$ cat src/rtl/tcdm_bank_arbiter_pkg.sv
// Shared types and helpers for the TCDM bank arbiter: index width function
// and the {valid, idx} response-pipeline stage record.
package tcdm_arb_pkg;

  // Widest master index a response stage can carry (up to 256 masters).
  localparam int unsigned MaxIdxWidth = 8;

  function automatic int unsigned idx_width(input int unsigned num_in);
    int unsigned n;
    n = (num_in > 2) ? num_in : 2;
    return $clog2(n);
  endfunction

  typedef struct packed {
    logic                   valid;
    logic [MaxIdxWidth-1:0] idx;
  } resp_stage_t;

endpackage

$ cat src/rtl/tcdm_bank_arbiter_rr_sel.sv
// Combinational round-robin pick: first set request scanning cyclically
// upward from the pointer.
module rr_sel
  import tcdm_arb_pkg::*;
#(
  parameter int unsigned NumIn    = 8,
  parameter int unsigned IdxWidth = 3
) (
  input  logic [NumIn-1:0]    req_i,
  input  logic [IdxWidth-1:0] ptr_i,
  output logic [IdxWidth-1:0] idx_o,
  output logic                any_o
);

  logic [2*NumIn-1:0] dbl;
  logic [NumIn-1:0]   rot;
  int                 off;
  int                 sum;

  always_comb begin
    // Rotate so the pointer position lands at bit 0, then take the lowest set bit.
    dbl = {req_i, req_i} >> ptr_i;
    rot = dbl[NumIn-1:0];
    off = 0;
    for (int k = NumIn - 1; k >= 0; k--) begin
      if (rot[k]) begin
        off = k;
      end
    end
    sum = int'(ptr_i) + off;
    if (sum >= int'(NumIn)) begin
      sum = sum - int'(NumIn);
    end
    idx_o = IdxWidth'(sum);
    any_o = |req_i;
  end

endmodule

$ cat src/rtl/tcdm_bank_arbiter.sv
// Round-robin arbiter sharing one TCDM bank between NumIn masters, with a
// fixed-latency response pipeline. Optional conflict counter: TCDM_BANK_ARB_PERF_EN.
module tcdm_bank_arbiter
  import tcdm_arb_pkg::*;
#(
  parameter int unsigned NumIn         = 8,
  parameter int unsigned ReqDataWidth  = 32,
  parameter int unsigned RespDataWidth = 32,
  parameter int unsigned RespLat       = 1,
  parameter logic        WriteRespOn   = 1'b1
) (
  input  logic                          clk_i,
  input  logic                          rst_ni,
`ifdef TCDM_BANK_ARB_PERF_EN
  input  logic                          clr_cnt_i,
  output logic [31:0]                   conflict_cnt_o,
`endif
  input  logic [NumIn-1:0]              req_i,
  input  logic [NumIn-1:0]              wen_i,
  input  logic [NumIn*ReqDataWidth-1:0] data_i,
  output logic [NumIn-1:0]              gnt_o,
  output logic [NumIn-1:0]              vld_o,
  output logic [RespDataWidth-1:0]      rdata_o,
  output logic                          req_o,
  input  logic                          gnt_i,
  output logic                          wen_o,
  output logic [ReqDataWidth-1:0]       data_o,
  input  logic [RespDataWidth-1:0]      rdata_i
);

  localparam int unsigned IdxWidth = idx_width(NumIn);

  logic [IdxWidth-1:0] rr_q, rr_d;
  logic [IdxWidth-1:0] winner;
  logic                any;
  logic                fire;
  resp_stage_t         stage0_d;
  resp_stage_t         pipe_q [RespLat];

  rr_sel #(
    .NumIn   (NumIn),
    .IdxWidth(IdxWidth)
  ) u_rr_sel (
    .req_i(req_i),
    .ptr_i(rr_q),
    .idx_o(winner),
    .any_o(any)
  );

  assign req_o   = any;
  assign fire    = gnt_i & any;
  assign rdata_o = rdata_i;

  always_comb begin
    wen_o  = 1'b0;
    data_o = '0;
    for (int i = 0; i < int'(NumIn); i++) begin
      if (any && (winner == IdxWidth'(i))) begin
        wen_o  = wen_i[i];
        data_o = data_i[i*ReqDataWidth +: ReqDataWidth];
      end
    end
  end

  genvar gi;
  generate
    for (gi = 0; gi < int'(NumIn); gi++) begin : g_port
      assign gnt_o[gi] = fire && (winner == IdxWidth'(gi));
      assign vld_o[gi] = pipe_q[RespLat-1].valid &&
                         (pipe_q[RespLat-1].idx == MaxIdxWidth'(gi));
    end
  endgenerate

  always_comb begin
    rr_d = rr_q;
    if (fire) begin
      rr_d = (int'(winner) + 1 == int'(NumIn)) ? '0 : winner + IdxWidth'(1);
    end
    stage0_d.valid = fire & (~wen_o | WriteRespOn);
    stage0_d.idx   = MaxIdxWidth'(winner);
  end

  // The pipeline never stalls: a response is owed RespLat cycles after its grant.
  always_ff @(posedge clk_i or negedge rst_ni) begin
    if (!rst_ni) begin
      rr_q <= '0;
      for (int s = 0; s < int'(RespLat); s++) begin
        pipe_q[s] <= '0;
      end
    end else begin
      rr_q      <= rr_d;
      pipe_q[0] <= stage0_d;
      for (int s = 1; s < int'(RespLat); s++) begin
        pipe_q[s] <= pipe_q[s-1];
      end
    end
  end

`ifdef TCDM_BANK_ARB_PERF_EN
  logic [31:0] conflict_cnt_q, conflict_cnt_d;

  always_comb begin
    conflict_cnt_d = conflict_cnt_q;
    if (clr_cnt_i) begin
      conflict_cnt_d = '0;
    end else if (((req_i & ~gnt_o) != '0) && (conflict_cnt_q != 32'hFFFF_FFFF)) begin
      conflict_cnt_d = conflict_cnt_q + 32'd1;
    end
  end

  always_ff @(posedge clk_i or negedge rst_ni) begin
    if (!rst_ni) begin
      conflict_cnt_q <= '0;
    end else begin
      conflict_cnt_q <= conflict_cnt_d;
    end
  end

  assign conflict_cnt_o = conflict_cnt_q;
`endif

endmodule
$ cat config.mk
export PLATFORM = sky130hd
export DESIGN_NAME = tcdm_bank_arbiter
export DESIGN_NICKNAME = d
export VERILOG_FILES = /design/src/rtl/tcdm_bank_arbiter_pkg.sv /design/src/rtl/tcdm_bank_arbiter_rr_sel.sv /design/src/rtl/tcdm_bank_arbiter.sv
export SDC_FILE = /design/constraint.sdc
export NUM_CORES = 1
export LEC_CHECK = 0
export BUFFER_PORTS_ARGS = -buffer_cell sky130_fd_sc_hd__buf_4
export CORE_AREA = 8 8 146 148
export DETAILED_ROUTE_END_ITERATION = 6
export DIE_AREA = 0 0 154 156
export GPL_TIMING_DRIVEN = 0
export HOLD_SLACK_MARGIN = 0.02
export PLACE_DENSITY = 0.46
export SETUP_SLACK_MARGIN = 0.02
export SLEW_MARGIN = 20
export SYNTH_ARGS = -nofsm -noshare
export SYNTH_HDL_FRONTEND = slang
export SYNTH_SLANG_ARGS = --single-unit
export TNS_END_PERCENT = 5
$ cat constraint.sdc
create_clock -name clk_i -period 6.2 [get_ports clk_i]
set_clock_uncertainty 0.1 [all_clocks]
set_input_delay 0.93 -clock clk_i [delete_from_list [all_inputs] [get_ports clk_i]]
set_output_delay 0.93 -clock clk_i [all_outputs]
set_load 0.02 [all_outputs]
==> results_dict.tcl, run 1 <==
set metrics [dict create \
    status "complete, no violations" \
    grt_pass1_wl_um 36830 \
    dp_cells 1089 \
    fin_cells 1098 \
    cts.sinks 7 \
    yosys-top-cells-area "o221a_2 9.7%, a221o_1 9.2%, a221oi_1 8.0%, o221ai_1 8.0%, buf_4 7.7%" \
    synthesis.nets 810 \
    max_freq_mhz 168.7 \
    cts_tree "yes" \
    cp.arrival_ns 4.90 \
    required_ns 5.17 \
    ys_seq_elements 7 \
    endpoint_kind "primary output" \
    netlist.area_leader.share 0.09684 \
    synth_area_per_cell_um2 7.047 \
    postCtsHoldBufs 0 \
    syn_area_mm2 0.003488 \
    crit_type "in2out" \
    drt_iter0_markers 270 \
    grt_antenna_before_repair 0 \
    rows 51 \
    die_area_mm2 0.02402 \
    startpoint_type "primary input" \
    synthCells 495 \
    initial_utilization 0.1828 \
    clkTransAtPathRegs_ns 0.04 \
    grtUsageTotal 0.1994 \
    n_antenna_cell 0 \
    synthDistinctLibCells 44 \
    insertion_delay_ns 0.23 \
    drc 0 \
    dpl.hpwl_um 21940 \
    timing.final.max_slew_violations 0 \
    pin_count 389 \
    die_w_um 154 \
    synth_area_leader_cell "o221a_2" \
    worst_pin_slew_ns 0.6853 \
    detailedPlace.worstSlack_ns -0.6448 \
    tns_ns 0 \
    h-tree-depth 1 \
    clockRootBuffer "clkbuf_16" \
    drive_gt1_frac 0.6023 \
    setup_violations 0 \
    ant_nets 0 \
    ys_seq_area_frac 0.05022 \
    most-common-layout-cells "400 x buf_4, 45 x nor2_1, 39 x o21ai_0, 35 x inv_1, 33 x or3_1" \
    layout_worst_path_cycle_share 0.9562 \
    wl_um 26080 \
    drv_cap 0 \
    synthToLayoutAreaGrowth_pct 98.24 \
    fin_crit_ns 5.928 \
    numCtsBuffers 3 \
    fin_nets 1176 \
    die_h_um 156 \
    wl_per_cell_um 23.76 \
    grt_pass1_vias 5825 \
    hold_class "in2async" \
    core_mm2 0.01908 \
    setup_slack_ns 0.2716 \
    first_pass_iters 5 \
    synth-edff-count 0 \
    slew_headroom 0.5431 \
    worstPathMaxFanout 10 \
    clk_path_buf_depth 2 \
    ys_warn_count 0 \
    grt_max_degree 17 \
    gr-total-overflow 0 \
    gp_congestion 0.8329 \
    numPortBuffers 356 \
    rsz0062_at_grt "true" \
    synthFlopType "dfrtp_1" \
    final_common_cell "buf_4" \
    async_flop_share 1.000 \
    hold_viol 0 \
    via_count 5517 \
    vias_per_cell 5.025 \
]
critical path, cell delays in order:
cell	delay, ns
buf_4	0.14
mux2i_1	0.10
mux2_2	0.28
nor2b_1	0.13
o21ai_0	0.14
a21oi_1	0.08
o211ai_1	0.19
o211ai_1	0.13
ha_2	0.22
fa_2	0.58
inv_1	0.07
ha_2	0.21
and3b_2	0.24
buf_4	0.18
clkbuf_4	0.21
a221o_1	0.30
o21ai_0	0.11
o221ai_1	0.18
o221a_2	0.30
buf_4	0.16
cell usage after synthesis, drive strengths merged (2+ instances only):
cell,number
buf,49
nor2,45
o21ai,40
clkbuf,37
inv,37
or3,33
a221o,32
a221oi,32
o221a,32
o221ai,32
nor3,22
nand2,19
and3,8
mux2i,8
nor3b,8
nor4,8
dfrtp,7
ha,7
nand2b,6
a21oi,5
mux2,5
o211ai,4
and2,3
a211o,2
a21boi,2
or4,2
xor2,2
routing by layer:
| layer | GRT usage | routed length, um | vias to the layer above |
|---|---|---|---|
| li1 | - | - | 2668 |
| met1 | 0.2301 | 10300 | 2602 |
| met2 | 0.3652 | 13450 | 236 |
| met3 | 0.06260 | 2213 | 11 |
| met4 | 0.01820 | 123 | 0 |
| met5 | 0 | 0 | - |
final timing paths:
check | from | endpoint | slack, ns | cells after the start
setup / recovery | req_i[4] | data_o[24] | 0.27 | 20
hold / removal | rst_ni | pipe_q[2] | 0.40 | 1
setup reg to reg | rr_q[0] | rr_q[2] | 2.50 | 14
hold reg to reg | rr_q[0] | pipe_q[0] | 0.63 | 1
max in group asynchronous | rst_ni | rr_q[1] | 5.47 | 1
min in group clk_i | rr_q[0] | pipe_q[0] | 0.63 | 1
stage by stage:
stage | utilization | hold WS, ns | cell area [um^2]
finish | 0.3625 | 0.4014 | 6915
global route | 0.3625 | 0.4027 | 6915
CTS | 0.3485 | 0.4011 | 6649
detailed placement | 0.3385 | 0.6431 | 6459
global placement | 0.3385 | 0.6468 | 6459
floorplan | - | 0.5344 | 3488
cell families (layout without fill, tap and decap cells):
family	Yosys count	count (layout)	share of synthesized area
AOI/OAI and AO/OA	186	186	0.4537
muxes	13	13	0.04268
and+or+nand+nor	156	156	0.2403
adders and majority gates	8	8	0.03085
buffers and inverters	123	488	0.1750
DFF	7	7	0.05022
xor gates and xnor gates	2	2	0.007175
state kept, by name (all words and copies together), names as in the netlist:
name,count
rr_q,3
pipe_q,4
cell type report:
| cell class | count | area (um^2) |
|---|---|---|
| sequential | 7 | 177.7 |
| multi-input combinational | 365 | 2953 |
| clock buffer | 4 | 78.83 |
| timing repair buffer | 362 | 2715 |
| tap | 238 | 297.8 |
| buffer | 85 | 549.3 |
| inverter | 37 | 143.9 |
| fill | 2095 | 12160 |
repair_timing:
action / 4_1_cts / 5_1_grt
gates cloned: 0 / 1
gates resized for setup: 35 / 78
pin swaps: 1 / 3
setup buffers: 3 / 2
endpoints found under the setup margin: 37 / 33
Power of run 1 is left out: the tool's default activity adds up to more than one toggle a clock period on the data nets, which glitch-free logic cannot reach.
==> inputs of run 2 (changes only) <==
--- a/config.mk
+++ b/config.mk
@@ -6,15 +6,19 @@
 export NUM_CORES = 1
 export LEC_CHECK = 0
 export BUFFER_PORTS_ARGS = -buffer_cell sky130_fd_sc_hd__buf_4
-export CORE_AREA = 8 8 146 148
+export CELL_PAD_IN_SITES_DETAIL_PLACEMENT = 1
+export CELL_PAD_IN_SITES_GLOBAL_PLACEMENT = 2
+export CORE_ASPECT_RATIO = 0.75
+export CORE_MARGIN = 8
+export CORE_UTILIZATION = 16
 export DETAILED_ROUTE_END_ITERATION = 6
-export DIE_AREA = 0 0 154 156
 export GPL_TIMING_DRIVEN = 0
 export HOLD_SLACK_MARGIN = 0.02
-export PLACE_DENSITY = 0.46
+export PLACE_DENSITY = 0.78
 export SETUP_SLACK_MARGIN = 0.02
 export SLEW_MARGIN = 20
 export SYNTH_ARGS = -nofsm -noshare
 export SYNTH_HDL_FRONTEND = slang
+export SYNTH_HIERARCHICAL = 1
 export SYNTH_SLANG_ARGS = --single-unit
 export TNS_END_PERCENT = 5
==> run 2 against run 1 <==
Net effect: the flow now finishes with violations (setup timing); synthesized cell count grew 15%; cell area grew 7.0%; first-iteration DRC count decreased by 12%; worst setup slack got worse by 0.31 ns; cell count grew 13%; global-route usage shrank 1.7 points; via count rose by 8.2%; critical path type unchanged; critical endpoint is now data_o[31]; largest cell class unchanged.
==> results_dict.tcl, run 2 <==
set metrics [dict create \
    die_area_mm2 0.02928 \
    worstPathMaxFanout 6 \
    cp_top_family "compound AO/OA/AOI/OAI gates" \
    grt_pass1_vias 6492 \
    yosys-top-cells-area "nand3b_1 7.6%, o22ai_1 6.8%, buf_4 6.4%, a21oi_1 6.4%, nand2_1 5.5%" \
    regArea_um2 175.2 \
    synthToLayoutAreaGrowth_pct 92.51 \
    wl_um 29330 \
    rows 49 \
    clockRootBuffer "clkbuf_16" \
    cts_tree "yes" \
    drive_gt1_frac 0.5358 \
    gp_congestion 0.8302 \
    ys_seq_elements 7 \
    largest_register "pipe_q" \
    top_regs "pipe_q: 4 flops, rr_q: 3 flops" \
    pin_count 389 \
    largest_register_ffs 4 \
    dp_cells 1230 \
    synthDistinctLibCells 50 \
    clkTransAtPathRegs_ns 0.04 \
    synth_top_family_by_area "compound AO/OA/AOI/OAI gates" \
    via_count 5969 \
    multi_input_area_mm2 0.003178 \
    synth_area_per_cell_um2 6.765 \
    endpoint_kind "primary output" \
    slew_headroom 0.4875 \
    hold_viol 0 \
    synthesis.nets 883 \
    h-tree-depth 1 \
    fin_crit_ns 6.238 \
    dpl.hpwl_um 24670 \
    synthFlopType "dfrtp_1" \
    synth-edff-count 0 \
    status "finished, violations left" \
    numPortBuffers 356 \
    worst_pin_slew_ns 0.7688 \
    fin_cells 1244 \
    first_pass_iters 4 \
    slowest_delay_ns 0.52 \
    fill_cells 2982 \
    yosysMostFrequentCell "nand2_1" \
    wl_per_cell_um 23.58 \
    synth-xor-area-share 0.004559 \
    gr-total-overflow 0 \
    syn_area_mm2 0.003842 \
    ys_warn_count 6 \
    rsz0062_at_grt "true" \
    drt_iter0_markers 238 \
    grt_antenna_before_repair 1 \
    synthCells 568 \
    numCtsBuffers 3 \
    required_ns 5.17 \
    initial_utilization 0.1615 \
    layout_worst_path_cycle_share 1.006 \
    synth.mux.area_fraction 0.07782 \
    fin_nets 1253 \
    insertion_delay_ns 0.23 \
    core_mm2 0.02379 \
    die_h_um 150.2 \
    netlist.area_leader.share 0.07620 \
    vias_per_cell 4.798 \
    clk_path_buf_depth 2 \
    ant_nets 0 \
    async_flop_share 1.000 \
    setup_violations 1 \
    most-common-layout-cells "395 x buf_4, 54 x nand2_1, 46 x a21oi_1, 43 x inv_1, 39 x nand3b_1" \
    grt_pass1_wl_um 41270 \
    path_cells "buf_6 > mux4_2 > mux2_4 > nand2b_4 > a21bo_4 > a31oi_4 > ha_2 > inv_2 > fa_2 > xnor2_2 > xnor2_2 > buf_6 > buf_8 > inv_6 > ha_4 > or3b_4 > a221oi_4 > o22ai_2 > a31oi_2 > buf_4" \
    cts.sinks 7 \
    drv_cap 0 \
    die_w_um 194.9 \
    cpMaxStageDelayCell "mux4_2" \
    cp.arrival_ns 5.21 \
    drc 0 \
    startpoint_type "primary input" \
    crit_type "in2out" \
    max_freq_mhz 160.3 \
    grt_max_degree 11 \
    synth-compound-area-share 0.3911 \
    grtUsageTotal 0.1821 \
    hold_class "in2async" \
    postCtsHoldBufs 0 \
    synthAdderAreaFrac 0.02800 \
    reg2reg_slack_ns 2.33 \
    timing.final.max_slew_violations 0 \
    path_buf_inv 6 \
    final_common_cell "buf_4" \
    ys_seq_area_frac 0.04559 \
    tns_ns -0.03776 \
    yosys-top-cells-count "56 x nand2_1, 49 x a21oi_1, 45 x inv_1" \
    violations "setup timing" \
    setup_slack_ns -0.03776 \
    synth_area_leader_cell "nand3b_1" \
    synthSimpleGateAreaFrac 0.2664 \
]
==> run 2: cell count changes in the layout (fill, tap and decap cells not counted), sizes merged, moves of 33 or more <==
cell and delta:
nand2 +38, nand3b +39, a21oi +44, o21ai -37, or3 -33, nor2 -33
o22ai +42
==> run 2: metrics by stage <==
step / cell area [um^2] / util / setup WS (ns) / hold WS (ns)
after global routing: 7397 / 0.3110 / -0.1534 / 0.4083
after global placement: 6904 / 0.2902 / -1.919 / 0.4151
final: 7397 / 0.3110 / -0.03776 / 0.4056
after CTS: 7241 / 0.3044 / -0.0007176 / 0.4076
after detailed placement: 6904 / 0.2902 / -1.918 / 0.4305
after floorplan: 3849 / - / 0.05925 / 0.3781
==> run 2: kinds of logic after synthesis <==
group	Yosys count
buffers and inverters	138
AND/OR/NAND/NOR	181
flip-flops	7
multiplexers	17
AO/OA/AOI/OAI	215
XOR/XNOR	2
adder cells (fa/ha/maj)	8
==> run 2: per-layer routing <==
metal,vias to the layer above,part of all wire,track usage
met2,235,0.49,0.3139
met1,2870,0.44,0.2355
met5,-,0,0
met4,0,0.0068,0.02193
li1,2851,-,-
met3,13,0.069,0.04244
==> run 2: worst paths after layout <==
check,from,to,depth (start not counted)
max reg2reg,rr_q[0],rr_q[2],16
min in group clk_i,rr_q[1],rr_q[1],1
max,req_i[1],data_o[31],20
min reg2reg,rr_q[1],rr_q[1],1
min,rst_ni,pipe_q[8],1
max in group asynchronous,rst_ni,rr_q[1],1
==> run 2: final cells by class <==
cell class / instances / share of cell area
Clock buffer: 4 / 0.01066
Multi-Input combinational cell: 423 / 0.4296
Tap cell: 306 / 0.05176
Timing Repair Buffer: 365 / 0.3745
Buffer: 93 / 0.08593
Antenna cell: 1 / 0.0003383
Inverter: 45 / 0.02351
Sequential cell: 7 / 0.02368
==> run 2: what timing repair did <==
item	CTS	global route
setup buffers	5	4
pin swaps	8	12
cloned	0	0
gates resized for setup	61	39
setup endpoints to repair	35	33
Power of run 2 is left out for the same reason.
